--- config.mk ---
export PLATFORM = sky130hd
export DESIGN_NAME = uart_rx_core
export DESIGN_NICKNAME = d
export VERILOG_FILES = /design/src/rtl/uart_rx_core.sv
export SDC_FILE = /design/constraint.sdc
export NUM_CORES = 1
export LEC_CHECK = 0
export CAP_MARGIN = 20
export CORE_ASPECT_RATIO = 1.1
export CORE_UTILIZATION = 54
export CTS_BUF_LIST = sky130_fd_sc_hd__clkbuf_8 sky130_fd_sc_hd__clkbuf_16
export DETAILED_ROUTE_END_ITERATION = 10
export GPL_ROUTABILITY_DRIVEN = 0
export GPL_TIMING_DRIVEN = 0
export PLACE_DENSITY_LB_ADDON = 0.15
export SLEW_MARGIN = 20
export SYNTH_ARGS = -nofsm -noshare
export SYNTH_HDL_FRONTEND = slang
export SYNTH_SLANG_ARGS = --single-unit
--- constraint.sdc ---
create_clock -name CLK -period 3 [get_ports CLK]
set_input_delay 0.45 -clock CLK [delete_from_list [all_inputs] [get_ports CLK]]
set_output_delay 0.45 -clock CLK [all_outputs]
set_load 0.05 [all_outputs]
--- src/rtl/uart_rx_core.sv ---
// UART receive core: oversampled start/data/parity/stop de-serialiser with error flags.
// Define RX_MAJORITY_VOTE_EN for 2-of-3 majority sampling around the bit centre.
module uart_rx_core #(
  parameter int DATA_WIDTH = 8,
  parameter int PRSC_WIDTH = 6
) (
  input  logic                  CLK,
  input  logic                  RST,
  input  logic                  RX_IN,
  input  logic                  PAR_EN,
  input  logic                  PAR_TYP,
  input  logic [PRSC_WIDTH-1:0] Prescale,
  output logic [DATA_WIDTH-1:0] P_DATA,
  output logic                  data_valid,
  output logic                  par_err,
  output logic                  stp_err,
  output logic                  busy
);

  localparam int BW = $clog2(DATA_WIDTH + 1);

  typedef enum logic [2:0] {IDLE, START, DATA, PARITY, STOP} state_t;

  state_t                  state, state_next;
  logic [PRSC_WIDTH-1:0]   edge_cnt;
  logic [BW-1:0]           bit_cnt;
  logic [DATA_WIDTH-1:0]   shift;
  logic [PRSC_WIDTH-1:0]   ticks, half, last_tick, samp_pt;
  logic                    samp_tick, end_tick, exit_tick, bit_val;

  // Unsupported prescale values fall back to 8 ticks per bit.
  always_comb begin
    ticks = PRSC_WIDTH'(8);
    if (Prescale == PRSC_WIDTH'(16)) ticks = PRSC_WIDTH'(16);
    if (Prescale == PRSC_WIDTH'(32)) ticks = PRSC_WIDTH'(32);
  end

  assign half      = ticks >> 1;
  assign last_tick = ticks - PRSC_WIDTH'(1);

`ifdef RX_MAJORITY_VOTE_EN
  logic s_early, s_mid;

  always_ff @(posedge CLK or negedge RST) begin
    if (!RST) begin
      s_early <= 1'b1;
      s_mid   <= 1'b1;
    end else begin
      if (edge_cnt == half - PRSC_WIDTH'(1)) s_early <= RX_IN;
      if (edge_cnt == half)                  s_mid   <= RX_IN;
    end
  end

  // Third sample is taken live at S+1, where all bit actions happen.
  assign samp_pt = half + PRSC_WIDTH'(1);
  assign bit_val = (s_early & s_mid) | (s_early & RX_IN) | (s_mid & RX_IN);
`else
  assign samp_pt = half;
  assign bit_val = RX_IN;
`endif

  assign samp_tick = (edge_cnt == samp_pt);
  assign end_tick  = (edge_cnt == last_tick);
  assign exit_tick = (edge_cnt == samp_pt + PRSC_WIDTH'(1));

  always_comb begin
    state_next = state;
    busy       = (state != IDLE);
    case (state)
      IDLE:   if (!RX_IN) state_next = START;
      START:  begin
        if (samp_tick && bit_val) state_next = IDLE;
        else if (end_tick)        state_next = DATA;
      end
      DATA:   if (end_tick && bit_cnt == BW'(DATA_WIDTH - 1))
                state_next = PAR_EN ? PARITY : STOP;
      PARITY: if (end_tick) state_next = STOP;
      // Leave early so the rest of the stop bit is spent watching for a new start edge.
      STOP:   if (exit_tick) state_next = IDLE;
      default: state_next = IDLE;
    endcase
  end

  always_ff @(posedge CLK or negedge RST) begin
    if (!RST) begin
      state      <= IDLE;
      edge_cnt   <= '0;
      bit_cnt    <= '0;
      shift      <= '0;
      P_DATA     <= '0;
      data_valid <= 1'b0;
      par_err    <= 1'b0;
      stp_err    <= 1'b0;
    end else begin
      state      <= state_next;
      data_valid <= 1'b0;

      if (state == IDLE || state_next == IDLE || end_tick) edge_cnt <= '0;
      else                                                 edge_cnt <= edge_cnt + PRSC_WIDTH'(1);

      if (state != DATA) bit_cnt <= '0;
      else if (end_tick) bit_cnt <= bit_cnt + BW'(1);

      if (state == DATA && samp_tick) shift <= {bit_val, shift[DATA_WIDTH-1:1]};

      if (state == IDLE && !RX_IN) begin
        par_err <= 1'b0;
        stp_err <= 1'b0;
      end

      if (state == PARITY && samp_tick)
        par_err <= (bit_val != (^shift ^ PAR_TYP));

      if (state == STOP && samp_tick) begin
        stp_err <= ~bit_val;
        if (bit_val && !par_err) begin
          P_DATA     <= shift;
          data_valid <= 1'b1;
        end
      end
    end
  end

endmodule

Word-level counts from Yosys, hierarchy flattened. Index checks and enable logic that the tools add are counted.

Word-level logic and storage cells: 63. Register bits after elaboration: 32. Input bits: 11. Output and inout bits: 12.

Reduce and logical (&&, ||, !) cells: 19. Add/sub/neg operators: 4. Mux-type cells: 18. Bitwise gates (word level): 2. Eq/ne operators: 12.

Operators by type and width (count): 3-bit two-way mux (7); 3-bit case mux with 5 select lines (1); 6-bit == test (2); 6-bit two-way mux (2); 4-bit two-way mux (2); 8-bit XOR reduction (1); 1-bit logical AND (7); 5-bit by 1-bit adder with 6-bit output (second input constant) (1); 6-bit by 1-bit adder with 6-bit output (second input constant) (1); 3-bit by 2-bit == test with 1-bit output (second input constant) (2); 6-bit by 5-bit == test with 1-bit output (1); 6-bit by 5-bit == test with 1-bit output (second input constant) (1); 6-bit == test (second input constant) (1); 3-bit logical NOT (2); 2-bit nonzero test (3); 6-bit by 1-bit subtractor with 6-bit output (second input constant) (1); 1-bit two-way mux (5); 5-bit two-way mux (1); 4-bit by 1-bit adder with 4-bit output (second input constant) (1); 4-bit by 3-bit == test with 1-bit output (second input constant) (1); 3-bit by 1-bit == test with 1-bit output (second input constant) (1); 3-bit == test (second input constant) (1); 3-bit by 2-bit inequality test with 1-bit output (second input constant) (1); 3-bit nonzero test (1); 6 further kinds (8).

Longest topological paths before layout. Gate-level depths: netlist of the first run.

Depth after elaboration: 12. Mapped depth: 10. Gate-level depth less buffers: 9.

Worst setup path after synthesis of the first run. No wires, ideal clock.

Path kind: in2reg. Start point: in Prescale[1]. End point: reg edge_cnt[2]. Stages on the path: 9. Data arrival time: 2.385 ns. Required time: 2.851 ns. Slack: 0.466 ns. Path buffers: 0. Library setup time: 0.149 ns. Path through: nor4_2 > and2_1 > ha_1 > xor2_1 > mux2i_1 > o32ai_1 > o21ai_0 > a31oi_1 > a211oi_1.

Longest elaborated chain between the ends: 12. Elaborated cells between the ends (all ways): 21. Classes of those cells: add/sub: 2; eq/ne: 5; mux: 9; reduce/logical: 5.

RTL lines: start: declaration (line 12) `input logic [PRSC_WIDTH-1:0] Prescale,`; 6-bit by 5-bit == test with 1-bit output (line 34) `if (Prescale == PRSC_WIDTH'(16)) ticks = PRSC_WIDTH'(16);`; 5-bit two-way mux (line 34); 6-bit two-way mux * (line 35) `if (Prescale == PRSC_WIDTH'(32)) ticks = PRSC_WIDTH'(32);`; 6-bit by 1-bit subtractor with 6-bit output (line 39) `assign last_tick = ticks - PRSC_WIDTH'(1);`; 6-bit == test (line 63) `assign end_tick = (edge_cnt == last_tick);`; 3-bit two-way mux / 1-bit logical AND (equally long branches) (line 73, 75); 3-bit two-way mux, on equally long branches (line 72, 75); 3-bit case mux with 5 select lines (line 69) `case (state)`; 3-bit logical NOT (line 98) `if (state == IDLE || state_next == IDLE || end_tick) edge_cnt <= '0;`; 1-bit logical OR (line 98); 1-bit logical OR * (line 98); 6-bit two-way mux * (line 98); end signal: assignment (line 99) `else edge_cnt <= edge_cnt + PRSC_WIDTH'(1);`; end: declaration (line 25) `logic [PRSC_WIDTH-1:0] edge_cnt;`.

Mark *: on every way between the ends. The rest lies on a longest branch, timed or not. A chain may end at the register's enable or synchronous reset.

Worst setup path in the final report of the first run.
Start point: in Prescale[1]. End point: reg edge_cnt[5].

The elaborated chain is that of the path after synthesis.

==> metrics.md, run 1 <==
| Metric | Value |
|---|---|
| Most common library cell in the layout ignoring fill and taps | `sky130_fd_sc_hd__dfrtp_1` |
| Detail Route Antenna Nets | `0` |
| Number of global-route vias before repair | `1285` |
| Pin count of the biggest net entering global routing | `33` |
| VDD IR-drop max | `0.000514 V` |
| Measured slew at the worst slew-check pin | `0.761 ns` |
| Post-CTS Hold Buffers | `0` |
| Wire length of the first global-routing pass | `5780 µm` |
| Setup CP Type | `in2reg` |
| Number of buffers created by CTS | `5` |
| ANT cells | `0` |
| Fraction of post-synthesis cell area in the top cell type by area | `0.461` |
| Post-detailed-route wirelength per cell | `15.7 µm` |
| Root Buffer Master | `sky130_fd_sc_hd__clkbuf_8` |
| Peak Freq | `352 MHz` |
| Total via count in the routed design | `1266` |
| Violation count after the first detailed-route iteration | `25` |
| Run status | `finished clean` |
| Crit path DAT | `3.03 ns` |
| Total nets after synthesis | `169` |
| Final Net Count | `199` |
| Gate power share | `0.277` |
| Pint | `923 µW` |
| Worst hold path type | `in2async` |
| Number of detailed-routing iterations run before antenna repair | `4` |
| Final Max Slew Viols | `0` |
| Number of I/O port buffers | `22` |
| Leak | `0.000940 µW` |
| Most used flip-flop cell after synthesis | `sky130_fd_sc_hd__dfrtp_1` |
| Initial core utilization | `0.569` |
| Sinks on the clock net | `32` |
| Num ports | `23` |
| P_sw | `430 µW` |
| Final hold violations | `0` |
| Power density over cell area | `622 nW/µm²` |
| Core Box Area | `3050 µm²` |
| Die area | `3440 µm²` |
| Number of standard cells after synthesis | `153` |
| Slew HR | `0.489` |
| Synthesized area | `1740 µm²` |
| Clock Power Share | `0.333` |
| Synth-to-layout area growth | `25.4%` |
| CTS tree | `done` |
| Post-synthesis cell type with the largest combined area | `sky130_fd_sc_hd__dfrtp_1` |
| Share of post-route cells with drive strength above 1 | `0.223` |
| Count of cell types in the netlist | `41` |
| Power Total | `1350 µW` |
| Fin crit share | `0.947` |
| Count of yosys warnings during synthesis | `0` |
| Mean instance size in the synthesized netlist | `11.3 µm²` |
| Clock Latency Late Sink | `0.28 ns` |
| Die extent in y | `61.5 µm` |
| Clock input transition at the sequential cells of the worst setup and hold paths | `0.07 ns` |
| Asr flop ratio synth | `1.00` |
| Biggest fanout along the worst timing path | `6` |
| Global Route Usage Sum | `0.224` |
| Origin of the critical flop-to-flop path | `edge_cnt[3]` |
| Sequential Power Share | `0.389` |
| R2R Setup Slk | `0.51 ns` |
| Number of setup violations in the final report | `0` |
| Max H-tree Level | `2` |
| Final HPWL DP | `2360 µm` |
| Number of antenna violations at the first check in global routing | `0` |
| Maximum clock insertion buffer count | `2` |
| Sort of element at the start of the critical path | `input port` |
| DR vias/cell | `5.81` |
| Fraction of the yosys area taken by sequential cells | `0.461` |
| DRC | `0` |
| Count of flip-flops with a built-in enable after synthesis | `0` |
| Worst r2r dst | `P_DATA[4]` |
| Switching part of the total power | `0.318` |
| Row cnt | `21` |
| Die Width | `56.1 µm` |
| Crit path required time | `3.19 ns` |
| Congestion Overflow GR | `0` |
| Post-synthesis sequential element count | `32` |
| Max Cap Violations | `0` |
| Final-layout fill cell count | `223` |
| Logic depth of the worst register-to-register path | `7` |
| Cells taking the most area after synthesis | `sky130_fd_sc_hd__dfrtp_1 46%, sky130_fd_sc_hd__mux2_4 6.9%, sky130_fd_sc_hd__xnor2_1 6.1%, sky130_fd_sc_hd__mux2_2 5.2%, sky130_fd_sc_hd__ha_1 3.6%` |
| Highest-count cells in the layout ignoring fill and taps | `32 x sky130_fd_sc_hd__dfrtp_1, 21 x sky130_fd_sc_hd__clkdlybuf4s50_1, 12 x sky130_fd_sc_hd__xnor2_1` |
| Final worst clock skew | `0.00246 ns` |
| Accumulated negative setup slack | `0 ns` |
| Endpoint kind of the worst setup timing path | `register` |
| Post-Route WL | `3430 µm` |
| Final critical-path required period | `2.84 ns` |
| Setup repair after global routing missed its margin | `false` |
critical path, stage by stage:
cell and delay [ns]:
sky130_fd_sc_hd__clkdlybuf4s50_1 0.45, sky130_fd_sc_hd__nor4_4 0.37, sky130_fd_sc_hd__and2_1 0.23, sky130_fd_sc_hd__ha_1 0.20, sky130_fd_sc_hd__xor2_2 0.20, sky130_fd_sc_hd__mux2i_1 0.27, sky130_fd_sc_hd__o32ai_2 0.16, sky130_fd_sc_hd__o21ai_2 0.24
sky130_fd_sc_hd__a31oi_4 0.16, sky130_fd_sc_hd__nor4_1 0.28
cells by family after synthesis:
| family | after synthesis | share of synthesized area |
|---|---|---|
| flip-flops | 32 | 0.461 |
| buffers and inverters | 9 | 0.0245 |
| adder cells (fa/ha/maj) | 5 | 0.0360 |
| multiplexers | 18 | 0.133 |
| AND/OR/NAND/NOR | 50 | 0.170 |
| XOR/XNOR | 19 | 0.0959 |
| AO/OA/AOI/OAI | 20 | 0.0793 |
power groups by stage:
stage          Combinational (µW)  Clock [µW]  Sequential (µW)
2_1_floorplan                 232           0              542
3_3_place_gp                  334           0              531
3_5_place_dp                  345           0              533
4_1_cts                       355         461              526
5_1_grt                       413         480              533
6_report                      375         451              526
what timing repair did:
action / in CTS / in global routing
cloned: 0 / 0
setup buffers: 1 / 0
setup endpoints to repair: 8 / 8
gates resized for setup: 3 / 5
pin swaps: 1 / 3
sequential cells by signal, indices dropped and copies added (netlist names):
name and cells:
P_DATA 8, shift 8, edge_cnt 6, bit_cnt 4, state 3, data_valid 1, par_err 1, stp_err 1
how the worst max path moves through the flow:
stage	end	slack, ns	startpoint
detailed placement	edge_cnt[2]	-0.48	Prescale[1]
CTS	edge_cnt[4]	0.03	Prescale[2]
finish	edge_cnt[5]	0.16	Prescale[1]
global placement	edge_cnt[2]	-0.42	Prescale[1]
global route	state[2]	0.009	Prescale[1]
floorplan	edge_cnt[2]	0.47	Prescale[1]
layer usage:
metal / GRT usage / up-vias / part of all wire
met3: 0.0672 / 16 / 0.054
met1: 0.251 / 617 / 0.43
met5: 0 / - / 0
met2: 0.405 / 36 / 0.49
met4: 0.0976 / 0 / 0.025
li1: - / 597 / -
stage by stage:
stage / util / cells / cell area [µm²] / setup WS (ns) / hold WS (ns)
2_1_floorplan: - / 153 / 1740 / 0.466 / 0.154
3_3_place_gp: 0.656 / 209 / 2000 / -0.422 / 0.476
3_5_place_dp: 0.654 / 209 / 1990 / -0.484 / 0.495
4_1_cts: 0.705 / 218 / 2150 / 0.0284 / 0.237
5_1_grt: 0.714 / 218 / 2180 / 0.00871 / 0.266
6_report: 0.714 / 218 / 2180 / 0.159 / 0.213
synth_stat cells (2+ instances only):
cell                      count
sky130_fd_sc_hd__a21oi_1      2
sky130_fd_sc_hd__a31oi_1      2
sky130_fd_sc_hd__and2_1       2
sky130_fd_sc_hd__and3_1       2
sky130_fd_sc_hd__dfrtp_1     32
sky130_fd_sc_hd__ha_1         5
sky130_fd_sc_hd__inv_1        7
sky130_fd_sc_hd__mux2_2       8
sky130_fd_sc_hd__mux2_4       8
sky130_fd_sc_hd__mux2i_1      2
sky130_fd_sc_hd__nand2_1     11
sky130_fd_sc_hd__nand3_1      6
sky130_fd_sc_hd__nor2_1       9
sky130_fd_sc_hd__nor2b_1      2
sky130_fd_sc_hd__nor3_1       3
sky130_fd_sc_hd__nor4_1       4
sky130_fd_sc_hd__o21ai_0      7
sky130_fd_sc_hd__xnor2_1     12
sky130_fd_sc_hd__xor2_1       7
final cells by class:
type / instances / area [µm²] / share of cell area
Multi-Input combinational cell: 112 / 941 / 0.432
Clock buffer: 7 / 96.3 / 0.0443
Clock inverter: 1 / 30.0 / 0.0138
Timing Repair Buffer: 23 / 223 / 0.102
Inverter: 7 / 26.3 / 0.0121
Buffer: 2 / 16.3 / 0.00748
Tap cell: 34 / 42.5 / 0.0196
Sequential cell: 32 / 801 / 0.368
Power figures use the tool's default switching activity.
==> inputs of run 2 (changes only) <==
- CORE_UTILIZATION: 54 -> 62
- DONT_BUFFER_PORTS: unset -> 1
- MAX_ROUTING_LAYER: unset -> met4
==> run 2 against run 1 <==
Effect of this change: clock-buffer cell count shrank 1; sequential share of layout area grew 5.3 points; cell count shrank 11%; non-clock buffer count shrank 21; fmax grew 1.7%; largest power group unchanged.
==> metrics.md, run 2 (synthesis results as in run 1) <==
| Metric | Value |
|---|---|
| Global Route Usage Sum | `0.267 (was 0.224)` |
| Number of detailed-routing iterations run before antenna repair | `4 (unchanged)` |
| VDD IR-drop max | `0.000429 V (was 0.000514 V)` |
| Pin count of the biggest net entering global routing | `33 (unchanged)` |
| Die Width | `52.4 µm (was 56.1 µm)` |
| Synth-to-layout area growth | `9.52% (was 25.4%)` |
| Crit path from | `Prescale[1] (unchanged)` |
| Die extent in y | `57.5 µm (was 61.5 µm)` |
| Worst hold path type | `in2reg (was in2async)` |
| Detail Route Antenna Nets | `0 (unchanged)` |
| Fraction of met2 tracks used by global routing | `0.438 (was 0.405)` |
| Initial core utilization | `0.676 (was 0.569)` |
| Global Route met1 Usage | `0.292 (was 0.251)` |
| Number of global-route vias before repair | `1300 (was 1285)` |
| Wire length of the first global-routing pass | `5620 µm (was 5780 µm)` |
| Busiest grt layer | `met2 (unchanged)` |
| Max Cap Violations | `0 (unchanged)` |
| Cell count of the worst hold path | `2` |
| DR vias/cell | `6.17 (was 5.81)` |
| Sinks on the clock net | `32 (unchanged)` |
| Final worst clock skew | `0.00531 ns (was 0.00246 ns)` |
| Biggest fanout along the worst timing path | `6 (unchanged)` |
| Final HPWL DP | `2270 µm (was 2360 µm)` |
| R2R Setup Slk | `0.53 ns (was 0.51 ns)` |
| Post-detailed-route wirelength per cell | `16.5 µm (was 15.7 µm)` |
| ANT cells | `0 (unchanged)` |
| Final instance area | `1900 µm² (was 2180 µm²)` |
| Congestion Overflow GR | `0 (unchanged)` |
| Launch point of the worst hold path | `PAR_EN` |
| Cell with the biggest individual delay on the critical path | `sky130_fd_sc_hd__o32ai_1 (was sky130_fd_sc_hd__clkdlybuf4s50_1)` |
| Number of buffers added for setup after CTS | `0 (was 1)` |
| Power Total | `1170 µW (was 1350 µW)` |
| Endpoint kind of the worst setup timing path | `register (unchanged)` |
| Final-layout fill cell count | `179 (was 223)` |
| Die area | `3010 µm² (was 3440 µm²)` |
| Clock input transition at the sequential cells of the worst setup and hold paths | `0.06 ns (was 0.07 ns)` |
| Number of buffers created by CTS | `5 (unchanged)` |
| Max H-tree Level | `2 (unchanged)` |
| Power density over cell area | `616 nW/µm² (was 622 nW/µm²)` |
| Run status | `finished clean (unchanged)` |
| Violation count after the first detailed-route iteration | `31 (was 25)` |
| Utilization of the core after routing | `0.740 (was 0.714)` |
| Slew HR | `0.498 (was 0.489)` |
| DP Area | `1770 µm² (was 1990 µm²)` |
| Most common library cell in the layout ignoring fill and taps | `sky130_fd_sc_hd__dfrtp_1 (unchanged)` |
| Origin of the critical flop-to-flop path | `edge_cnt[3] (unchanged)` |
| Num ports | `23 (unchanged)` |
| CTS tree | `done (unchanged)` |
| Largest stage delay, worst path | `0.65 ns (was 0.45 ns)` |
| Post-Route WL | `3200 µm (was 3430 µm)` |
| Number of I/O port buffers | `0 (was 22)` |
| Setup CP Type | `in2reg (unchanged)` |
| Final hold violations | `0 (unchanged)` |
| Row cnt | `19 (was 21)` |
| Clock Latency Late Sink | `0.28 ns (about the same)` |
| Peak Freq | `358 MHz (was 352 MHz)` |
| Sort of element at the start of the critical path | `input port (unchanged)` |
| Highest-count cells in the layout ignoring fill and taps | `32 x sky130_fd_sc_hd__dfrtp_1, 12 x sky130_fd_sc_hd__xnor2_1, 11 x sky130_fd_sc_hd__nand2_1 (was 32 x sky130_fd_sc_hd__dfrtp_1, 21 x sky130_fd_sc_hd__clkdlybuf4s50_1, 12 x sky130_fd_sc_hd__xnor2_1)` |
| Leak | `0.000852 µW (was 0.000940 µW)` |
| Biggest registers after layout | `P_DATA (8), shift (8), edge_cnt (6) (unchanged)` |
| Final Net Count | `178 (was 199)` |
| Total via count in the routed design | `1197 (was 1266)` |
| Final Max Slew Viols | `0 (unchanged)` |
| Core Box Area | `2570 µm² (was 3050 µm²)` |
| Crit path DAT | `2.91 ns (was 3.03 ns)` |
| DRC | `0 (unchanged)` |
| Worst Hold Endpoint | `state[0]` |
| Share of post-route cells with drive strength above 1 | `0.209 (was 0.223)` |
| Measured slew at the worst slew-check pin | `0.751 ns (was 0.761 ns)` |
| Worst r2r dst | `P_DATA[7] (was P_DATA[4])` |
| Maximum clock insertion buffer count | `2 (unchanged)` |
| Fin crit share | `0.931 (was 0.947)` |
| Logic depth of the worst register-to-register path | `7 (unchanged)` |
| Number of setup violations in the final report | `0 (unchanged)` |
| Crit path required time | `3.12 ns (was 3.19 ns)` |
| Number of antenna violations at the first check in global routing | `0 (unchanged)` |
| Critical Path, Cell by Cell | `nor4_2 > nand2_1 > ha_1 > xor2_1 > o32ai_1 > o21ai_0 > a31oi_2 > a211oi_1 (was clkdlybuf4s50_1 > nor4_4 > and2_1 > ha_1 > xor2_2 > mux2i_1 > o32ai_2 > o21ai_2 > a31oi_4 > nor4_1)` |
| Root Buffer Master | `sky130_fd_sc_hd__clkbuf_8 (unchanged)` |
| Met3 track demand over resource in global routing | `0.0667 (was 0.0672)` |
| Final critical-path required period | `2.79 ns (was 2.84 ns)` |
[run 2: cell type report]
cell class              instances  area, µm²  share of cell area
clock inverters                 2       7.51             0.00395
plain buffers                   2       16.3             0.00856
multi-input cells             112        898               0.473
well taps                      31       38.8              0.0204
repair buffers                  2       30.0              0.0158
clock buffers                   6       82.6              0.0434
flip-flops and latches         32        801               0.421
inverters                       7       26.3              0.0138
[run 2: critical path: cells and delay by family]
family          cells  cell delay, ns
compound gates      4            1.51
simple gates        2            0.56
fa+ha+maj           1            0.21
xor+xnor            1            0.18
[run 2: how the worst max path moves through the flow]
stage | to | slack (ns) | cells past startpoint
finish | edge_cnt[2] | 0.21 | 8
detailed placement | edge_cnt[2] | -0.13 | 8
floorplan | edge_cnt[2] | 0.47 | 9
CTS | edge_cnt[2] | 0.19 | 8
global route | edge_cnt[5] | -0.01 | 9
global placement | edge_cnt[2] | 0.1 | 8
[run 2: report_power, final]
| part | internal [µW] | switching (µW) | leakage, µW | total, µW |
|---|---|---|---|---|
| clock | 180 | 143 | 0.0000538 | 322 |
| sequential | 473 | 76.4 | 0.000438 | 550 |
| combinational | 121 | 177 | 0.000360 | 298 |
[run 2: repair_timing]
item	CTS	global route
endpoints found under the setup margin	0	5
hold buffers	2	0
endpoints found under the hold margin	32	0
resized for setup	0	1
[run 2: metrics by stage]
stage,std cells,setup TNS (ns),hold WS (ns),setup WS [ns]
after floorplan,153,0,0.154,0.466
after CTS,194,0,0.304,0.187
after global routing,194,-0.0150,0.302,-0.0150
after global placement,184,0,0.155,0.0970
after detailed placement,184,-0.533,0.155,-0.129
final,194,0,0.320,0.208
[run 2: layer usage]
layer  vias to the layer above  part of all wire  routed length [µm]
li1                        561                 -                   -
met1                       599              0.41                1310
met2                        29              0.53                1700
met3                         8             0.038                 123
met4                         0             0.022                  71
met5                         -                 0                   0
